### src/rtl/cpu_pkg.sv
// cpu_pkg: opcode constants, FSM state encoding and the
// instruction-width helper shared by the sequencer core.
package cpu_pkg;

  localparam int unsigned OP_NOP    = 0;
  localparam int unsigned OP_MOV    = 1;
  localparam int unsigned OP_ALU_LO = 2;
  localparam int unsigned OP_ALU_HI = 7;
  localparam int unsigned OP_JMP    = 8;
  localparam int unsigned OP_JZ     = 9;
  localparam int unsigned OP_HALT   = 15;

  typedef enum logic [2:0] {
    S_FETCH  = 3'd0,
    S_DECODE = 3'd1,
    S_RD_SRC = 3'd2,
    S_RD_DST = 3'd3,
    S_EXEC   = 3'd4,
    S_WRITE  = 3'd5,
    S_HALT   = 3'd6
  } state_e;

  // opcode | dest | src
  function automatic int instr_w(
    input int opc_w,
    input int addr_w
  );
    return opc_w + 2 * addr_w;
  endfunction

endpackage

### src/rtl/cpu_decode.sv
// cpu_decode: splits the instruction register into its fields.
// Ports: ir_i in; opcode/dest/src fields and class flags out.
module cpu_decode
  import cpu_pkg::*;
#(
  parameter  int OPC_W   = 4,
  parameter  int ADDR_W  = 6,
  localparam int INSTR_W = instr_w(OPC_W, ADDR_W)
) (
  input  logic [INSTR_W-1:0] ir_i,
  output logic [OPC_W-1:0]   opcode_o,
  output logic [ADDR_W-1:0]  dest_o,
  output logic [ADDR_W-1:0]  src_o,
  output logic               is_alu_o,
  output logic               is_mov_o,
  output logic               is_jump_o,
  output logic               is_halt_o,
  output logic               is_illegal_o
);

  logic is_nop;

  assign opcode_o = ir_i[INSTR_W-1 -: OPC_W];
  assign dest_o   = ir_i[2*ADDR_W-1:ADDR_W];
  assign src_o    = ir_i[ADDR_W-1:0];

  assign is_nop    = opcode_o == OPC_W'(OP_NOP);
  assign is_mov_o  = opcode_o == OPC_W'(OP_MOV);
  assign is_alu_o  = (opcode_o >= OPC_W'(OP_ALU_LO)) &&
                     (opcode_o <= OPC_W'(OP_ALU_HI));
  assign is_jump_o = (opcode_o == OPC_W'(OP_JMP)) ||
                     (opcode_o == OPC_W'(OP_JZ));
  assign is_halt_o = opcode_o == OPC_W'(OP_HALT);

  // Anything not recognised (10..14, and above 15 on wide opcodes)
  assign is_illegal_o = !(is_nop || is_mov_o || is_alu_o ||
                          is_jump_o || is_halt_o);

endmodule

### src/rtl/cpu_seq_core.sv
// cpu_seq_core: multi-cycle fetch/decode/execute sequencer with
// ready/ack ROM+RAM handshakes, external ALU, jumps, zero/halt/illegal.
// Ports: rom_* fetch, ram_* data access, alu_* external ALU, flags out.
module cpu_seq_core
  import cpu_pkg::*;
#(
  parameter  int OPC_W   = 4,
  parameter  int ADDR_W  = 6,
  parameter  int PC_W    = 8,
  parameter  int DATA_W  = 16,
  localparam int INSTR_W = instr_w(OPC_W, ADDR_W)
) (
  input  logic               clk,
  input  logic               reset,
  output logic [PC_W-1:0]    rom_addr,
  output logic               rom_req,
  input  logic               rom_ack,
  input  logic [INSTR_W-1:0] rom_data,
  output logic [ADDR_W-1:0]  ram_addr,
  output logic               ram_rd,
  output logic               ram_wr,
  output logic [DATA_W-1:0]  ram_wdata,
  input  logic [DATA_W-1:0]  ram_rdata,
  input  logic               ram_ack,
  output logic [OPC_W-1:0]   alu_op,
  output logic [DATA_W-1:0]  alu_a,
  output logic [DATA_W-1:0]  alu_b,
  input  logic [DATA_W-1:0]  alu_y,
  output logic               zero,
  output logic               halted,
  output logic               illegal
);

  state_e state_q, state_d;

  logic [PC_W-1:0]    pc_q, pc_d;
  logic [INSTR_W-1:0] ir_q, ir_d;
  logic [DATA_W-1:0]  a_q, a_d;
  logic [DATA_W-1:0]  b_q, b_d;
  logic [DATA_W-1:0]  r_q, r_d;
  logic               zero_q, zero_d;
  logic               ill_q, ill_d;
  logic               halt_q, halt_d;

  logic               rom_req_q, rom_req_d;
  logic               ram_rd_q, ram_rd_d;
  logic               ram_wr_q, ram_wr_d;
  logic [ADDR_W-1:0]  ram_addr_q, ram_addr_d;
  logic [DATA_W-1:0]  wdata_q, wdata_d;
  logic [OPC_W-1:0]   alu_op_q, alu_op_d;
  logic [DATA_W-1:0]  alu_a_q, alu_a_d;
  logic [DATA_W-1:0]  alu_b_q, alu_b_d;

  logic [OPC_W-1:0]    op;
  logic [ADDR_W-1:0]   dest;
  logic [ADDR_W-1:0]   src;
  logic                is_alu;
  logic                is_mov;
  logic                is_jump;
  logic                is_halt;
  logic                is_illegal;
  logic                is_jz;
  logic                rom_ok;
  logic                ram_ok;
  logic [2*ADDR_W-1:0] tgt;

  cpu_decode #(
    .OPC_W  (OPC_W),
    .ADDR_W (ADDR_W)
  ) u_dec (
    .ir_i         (ir_q),
    .opcode_o     (op),
    .dest_o       (dest),
    .src_o        (src),
    .is_alu_o     (is_alu),
    .is_mov_o     (is_mov),
    .is_jump_o    (is_jump),
    .is_halt_o    (is_halt),
    .is_illegal_o (is_illegal)
  );

  // An ack only counts while our own request is up
  assign rom_ok = rom_req_q & rom_ack;
  assign ram_ok = (ram_rd_q | ram_wr_q) & ram_ack;
  assign is_jz  = op == OPC_W'(OP_JZ);
  assign tgt    = {dest, src};

  always_comb begin
    state_d = state_q;
    pc_d    = pc_q;
    ir_d    = ir_q;
    a_d     = a_q;
    b_d     = b_q;
    r_d     = r_q;
    zero_d  = zero_q;
    ill_d   = ill_q;
    unique case (state_q)
      S_FETCH: begin
        if (rom_ok) begin
          ir_d    = rom_data;
          pc_d    = pc_q + PC_W'(1);
          state_d = S_DECODE;
        end
      end
      S_DECODE: begin
        unique case (1'b1)
          is_halt:        state_d = S_HALT;
          is_alu, is_mov: state_d = S_RD_SRC;
          default:        state_d = S_FETCH;
        endcase
        if (is_illegal)
          ill_d = 1'b1;
        if (is_jump && (!is_jz || zero_q))
          pc_d = PC_W'(tgt);
      end
      S_RD_SRC: begin
        if (ram_ok) begin
          b_d     = ram_rdata;
          state_d = is_mov ? S_WRITE : S_RD_DST;
        end
      end
      S_RD_DST: begin
        if (ram_ok) begin
          a_d     = ram_rdata;
          state_d = S_EXEC;
        end
      end
      S_EXEC: begin
        r_d     = alu_y;
        zero_d  = alu_y == '0;
        state_d = S_WRITE;
      end
      S_WRITE: begin
        if (ram_ok)
          state_d = S_FETCH;
      end
      S_HALT:  state_d = S_HALT;
      default: state_d = S_FETCH;
    endcase
  end

  // Outputs are registered from the state being entered, so a
  // request is up in the very first cycle of its state.
  always_comb begin
    rom_req_d  = state_d == S_FETCH;
    ram_rd_d   = (state_d == S_RD_SRC) ||
                 (state_d == S_RD_DST);
    ram_wr_d   = state_d == S_WRITE;
    halt_d     = state_d == S_HALT;
    ram_addr_d = '0;
    wdata_d    = '0;
    alu_op_d   = '0;
    alu_a_d    = '0;
    alu_b_d    = '0;
    unique case (state_d)
      S_RD_SRC: ram_addr_d = src;
      S_RD_DST: ram_addr_d = dest;
      S_WRITE: begin
        ram_addr_d = dest;
        wdata_d    = is_mov ? b_d : r_d;
      end
      S_EXEC: begin
        alu_op_d = op;
        alu_a_d  = a_d;
        alu_b_d  = b_d;
      end
      default: ;
    endcase
  end

  always_ff @(posedge clk or posedge reset) begin
    if (reset) begin
      state_q    <= S_FETCH;
      pc_q       <= '0;
      ir_q       <= '0;
      a_q        <= '0;
      b_q        <= '0;
      r_q        <= '0;
      zero_q     <= 1'b0;
      ill_q      <= 1'b0;
      halt_q     <= 1'b0;
      rom_req_q  <= 1'b0;
      ram_rd_q   <= 1'b0;
      ram_wr_q   <= 1'b0;
      ram_addr_q <= '0;
      wdata_q    <= '0;
      alu_op_q   <= '0;
      alu_a_q    <= '0;
      alu_b_q    <= '0;
    end else begin
      state_q    <= state_d;
      pc_q       <= pc_d;
      ir_q       <= ir_d;
      a_q        <= a_d;
      b_q        <= b_d;
      r_q        <= r_d;
      zero_q     <= zero_d;
      ill_q      <= ill_d;
      halt_q     <= halt_d;
      rom_req_q  <= rom_req_d;
      ram_rd_q   <= ram_rd_d;
      ram_wr_q   <= ram_wr_d;
      ram_addr_q <= ram_addr_d;
      wdata_q    <= wdata_d;
      alu_op_q   <= alu_op_d;
      alu_a_q    <= alu_a_d;
      alu_b_q    <= alu_b_d;
    end
  end

  assign rom_addr  = pc_q;
  assign rom_req   = rom_req_q;
  assign ram_addr  = ram_addr_q;
  assign ram_rd    = ram_rd_q;
  assign ram_wr    = ram_wr_q;
  assign ram_wdata = wdata_q;
  assign alu_op    = alu_op_q;
  assign alu_a     = alu_a_q;
  assign alu_b     = alu_b_q;
  assign zero      = zero_q;
  assign halted    = halt_q;
  assign illegal   = ill_q;

endmodule

### config.mk
export PLATFORM = sky130hd
export DESIGN_NAME = cpu_seq_core
export DESIGN_NICKNAME = d
export VERILOG_FILES = /design/src/rtl/cpu_pkg.sv /design/src/rtl/cpu_decode.sv /design/src/rtl/cpu_seq_core.sv
export SDC_FILE = /design/constraint.sdc
export NUM_CORES = 1
export LEC_CHECK = 0
export CAP_MARGIN = 0
export CORE_MARGIN = 2
export CORE_UTILIZATION = 35
export CTS_BUF_LIST = sky130_fd_sc_hd__clkbuf_4
export DETAILED_ROUTE_END_ITERATION = 8
export PLACE_DENSITY_LB_ADDON = 0.12
export SLEW_MARGIN = 0
export SYNTH_ARGS = -nofsm -noshare
export SYNTH_HDL_FRONTEND = slang
export SYNTH_SLANG_ARGS = --single-unit
export TNS_END_PERCENT = 1
### constraint.sdc
create_clock -name clk -period 4.2 [get_ports clk]
set_input_delay 0.84 -clock clk [delete_from_list [all_inputs] [get_ports clk]]
set_output_delay 0.84 -clock clk [all_outputs]
set_load 0.05 [all_outputs]
### Yosys cells after proc, flatten, opt, wreduce, memory -nomap -nowiden

Index checks and enable logic that the tools add are counted.

* flip-flop bits (word level): 139
* bits of input ports: 52
* output and inout port bits: 72
* logic and storage cells: 82

* $add $sub $neg: 1
* order comparisons: 2
* eq/ne operators: 17
* mux-type cells: 21
* bitwise logic cells: 4
* reduce and logical (&&, ||, !) cells: 20

Operators by type and width (count)
* $mux W16: 9
* $pmux W3 S7: 1
* $eq A3 B3 Y1 const B: 6
* $logic_not A16 Y1: 1
* $mux W8: 2
* $pmux W8 S2: 1
* $mux W3: 5
* $eq A3 B2 Y1 const B: 4
* $eq A4 B4 Y1 const B: 3
* $pmux W6 S2: 1
* $add A8 B1 Y8 const B: 1
* $logic_or A1 B1 Y1: 7
* $logic_not A3 Y1: 2
* $pmux W3 S2: 1
* $eq A4 B1 Y1 const B: 1
* $ge A4 B2 Y1 const B: 1
* $le A4 B3 Y1 const B: 1
* $logic_not A4 Y1: 1
* $mux W4: 1
* $ne A2 B2 Y1 const B: 2
* $reduce_and A2 Y1: 2
* $reduce_or A2 Y1: 2
* $eq A3 B1 Y1 const B: 1
* $reduce_and A3 Y1: 1
* other kinds (6): 8

### Longest topological paths before layout

* depth after elaboration: 8
* mapped depth: 7
* depth with buffers taken out: 5

### Cells and area by module

From an unflattened synthesis, not the netlist that was laid out.

* cell total of the unflattened synthesis: 442
* area, all modules: 5206.2 µm²

Modules (own cells, without submodules)
* cpu_seq_core: instances 1, cells each 419, area each 5036.1 µm², seq. area each 3078.0 µm²
* cpu_decode: instances 1, cells each 23, area each 170.2 µm², seq. area each 0.0 µm²

### Least setup slack after synthesis

Ideal clock, no wire load.

* path kind: input -> register
* from: input port rom_ack
* to: register pc_q[0], in the netlist rom_addr[0]
* setup time: 0.126 ns
* arrival: 2.038 ns
* required time: 4.074 ns
* setup slack: 2.036 ns
* stages: 6
* path buffers: 2
* cells stage by stage: nand2_1 -> or4_1 -> clkbuf_1 -> and2_0 -> clkbuf_1 -> o311a_1

* longest elaborated chain between the ends: 3

RTL lines
* start: declaration: line cpu_seq_core.sv:17 `input logic rom_ack,`
* $and A1 B1 Y1: line cpu_seq_core.sv:83 `assign rom_ok = rom_req_q & rom_ack;`
* $ne A2 B2 Y1 (no line)
* $reduce_and A3 Y1 (no line)
* end signal: assignment: line cpu_seq_core.sv:192 `pc_q <= pc_d;`
* end: declaration: line cpu_seq_core.sv:36 `logic [PC_W-1:0] pc_q, pc_d;`

Every way passes these cells.
A chain may end at the register's enable or synchronous reset.

### Worst setup path after layout

* from: register ram_wr_q, in the netlist ram_wr
* to: output port ram_wr

RTL lines
* start: declaration: line cpu_seq_core.sv:47 `logic ram_wr_q, ram_wr_d;`
* start signal: assignment: line cpu_seq_core.sv:202 `ram_wr_q <= ram_wr_d;`
* end: declaration: line cpu_seq_core.sv:21 `output logic ram_wr,`

No word-level cell between the ends.

==> metrics <==
Detailed Route Iter0 Violations=219; maximum vdd drop=0.5266 mV; sequential area share after synthesis=60.92%; Critical-path top delay cell=clkdlybuf4s50_1; main combinational cell family by area after synthesis=simple AND/OR/NAND/NOR gates; vias per cell=4.782; area leader, netlist=dfrtp_1; Seq pwr share=37.4%; min Tclk post-route=2.688 ns; P_int=2762 uW; Post CTS Setup Buffer Count=0; crit path max fanout=4; final-report setup violation count=0; Max stage delay on crit path=0.88 ns; htree depth=4; CP cell instances=clkdlybuf4s50_1; CP bufs+invs=1; Largest delay share family, worst path=buffers and inverters; simple-gate portion of the synthesized area=14.09%; Distinct cells, synth=47; Async SR Flop Fraction=100.0%; setup TNS=0 ns; DRC violations left=0; Arrival @ worst endpoint=1.85 ns; RSZ-0062 raised after global routing=false; # nets final=593; Fill cells=1330; post-route ant nets=0; PwrDens=703.6 nW/um^2; io pins=124; die height=124.1 um; die area=15410 um^2; class of the worst hold path=reg -> reg; mean post-synth cell area=12.12 um^2; Synth Warn #=0; Worst EP required=3.36 ns; Clock Pin Slew Worst Setup and Hold Paths=0.11 ns; CP Class=reg -> out; Die Width=124.1 um; n_diodes=0; FMAX=0.3720 GHz; power share of the clock group=19.3%; Post-synth EDFFs=0; footprint of the multi-input gates=1738 um^2; Clock Sinks=123; post-synthesis xor/xnor area fraction=0.1734%; Comb power frac=43.2%; Seq. cell area=3078 um^2; Post-Synth Adder-Cell Area=0.2476%; status=finished, final reports clean; clock skew=0.01076 ns; most frequent cell after synthesis=dfrtp_1; Worst-Margin Slew=0.8593 ns; Post-Route WL=11720 um; prevailing post-synth register cell=dfrtp_1; Mapped Area=5052 um^2; Yosys reg bits=123; Fin. Hold Viols=0; post-placement cell area=6441 um^2; Synth Area in Compound Gates=12.78%; Synth top area share=60.92%; largest net degree at the start of global routing=68; initial antenna violation count=0; fraction of layout cells with a size suffix above 1=15.37%; syn_nets=470; GRT Util Overall=16.26%; hold buffer count at CTS=0; CTS max path bufs=2; Initial Util=36.12%; CTS Root Buffer Type=clkbuf_4; DR pass1 iterations=5; Gate Count Post-Synth=417; switching part of the total=41.89%; DR WL/cell=15.99 um; placement row count=43; core box area=13990 um^2; post-route design area=6754 um^2; hpwl dp=8078 um; Pleak=0.003134 uW; Util after Layout=48.28%; number of max-cap violations=0; crit end category=output port; total grt overflow=0; Synth top cells by count=dfrtp_1 (123), nor2_1 (47), nand2_1 (45), inv_1 (28), and2_1 (19); via count=3505; # port buffers=123; Layout area overhead=33.68%; CTS tree=built; Pins Over Slew Limit=0; clk_lat worst skew=0.53 ns; crit share post-route=64.00%; Worst setup SP type=register; vias in the first global route=3396; Synth area leaders=dfrtp_1 (61%), a2111oi_2 (4.8%), mux2_2 (3.6%); Slew headroom=42.65%; GP Congestion=0.7383; Psw=1990 uW; multiplexer share of the synthesized area=6.934%; global-route wire length before repair=18330 um; # resized after CTS=0; TritonCTS buffer count=17
## power groups by stage
stage	sequential, uW	combinational [uW]	clock (uW)
2_1_floorplan	2090	1260	0
3_3_place_gp	1800	2050	0
3_5_place_dp	1810	2080	0
4_1_cts	1780	2090	943
5_1_grt	1830	2240	999
6_report	1780	2050	918
## layout by cell type (no fill, tap or decap), drive strengths merged, types with 2 or more instances in the layout
master,synthesis,final
buf,13,6
nor3b,2,2
nor2,48,48
nor4,5,5
clkinv,0,7
dfrtp,123,123
clkdlybuf4s50,0,123
mux2i,17,17
o41ai,6,6
o211a,2,2
bufinv,0,4
nand4,2,2
a31oi,8,8
and3,6,6
clkbuf,12,18
nand2b,2,2
a2111oi,16,16
nand3,3,3
nand3b,2,2
o2bb2a,2,2
o21ai,9,9
nand2,45,45
mux2,16,16
a21oi,6,6
inv,29,29
clkinvlp,0,3
o22a,6,6
and2,20,20
## registers in the layout, indices dropped and copies added, names as in the netlist, 4 cells and up
name and cells:
ir_q 16, ram_addr 6, ram_wdata 16, alu_op 4, alu_b 16, alu_a 16, r_q 16, b_q 16
rom_addr 8
## final timing paths
| kind | from | to | slack (ns) | cells after the start |
|---|---|---|---|---|
| worst max register to register | state_q[1]$_DFF_PP0_ | ram_addr[1]$_DFF_PP0_ | 1.74 | 4 |
| min in group asynchronous | reset | alu_a[0]$_DFF_PP0_ | 0.76 | 2 |
| worst min-delay path | ir_q[10]$_DFFE_PP0P_ | ram_addr[4]$_DFF_PP0_ | 0.48 | 2 |
| worst min register to register | ir_q[10]$_DFFE_PP0P_ | ram_addr[4]$_DFF_PP0_ | 0.48 | 2 |
| worst max-delay path | ram_wr$_DFF_PP0_ | ram_wr | 1.51 | 1 |
| max in group asynchronous | reset | alu_a[10]$_DFF_PP0_ | 2.61 | 3 |
## layer usage
metal	GRT usage, %	vias to the layer above	wire length (um)
li1	-	1675	-
met1	22.24	1690	5358
met2	24.08	124	5378
met3	4.945	16	801
met4	6.671	0	183
met5	0	-	0
## cell families (layout without fill, tap and decap cells)
kind of cell             after synthesis  count (layout)
buffers and inverters                 54             190
flip-flops                           123             123
AO/OA/AOI/OAI                         64              64
multiplexers                          33              33
adder cells (fa/ha/maj)                1               1
AND/OR/NAND/NOR                      141             141
XOR/XNOR                               1               1
## final cells by class
| class | instances | share of cell area [%] |
|---|---|---|
| multi-input cells | 240 | 25.73 |
| well taps | 180 | 3.335 |
| clock inverters | 14 | 2.631 |
| repair buffers | 129 | 19.08 |
| flip-flops and latches | 123 | 45.57 |
| inverters | 29 | 1.649 |
| clock buffers | 18 | 2.001 |
## through the flow
step	total power, uW	std cells	worst slack, ns	hold WS (ns)
floorplan	3348	417	0.08912	0.4455
global placement	3846	701	1.214	0.4545
detailed placement	3887	701	1.158	0.4557
CTS	4814	733	1.467	0.4807
global route	5066	733	1.417	0.5157
finish	4752	733	1.512	0.4761
Note: power is estimated with default switching activity, not from simulation.
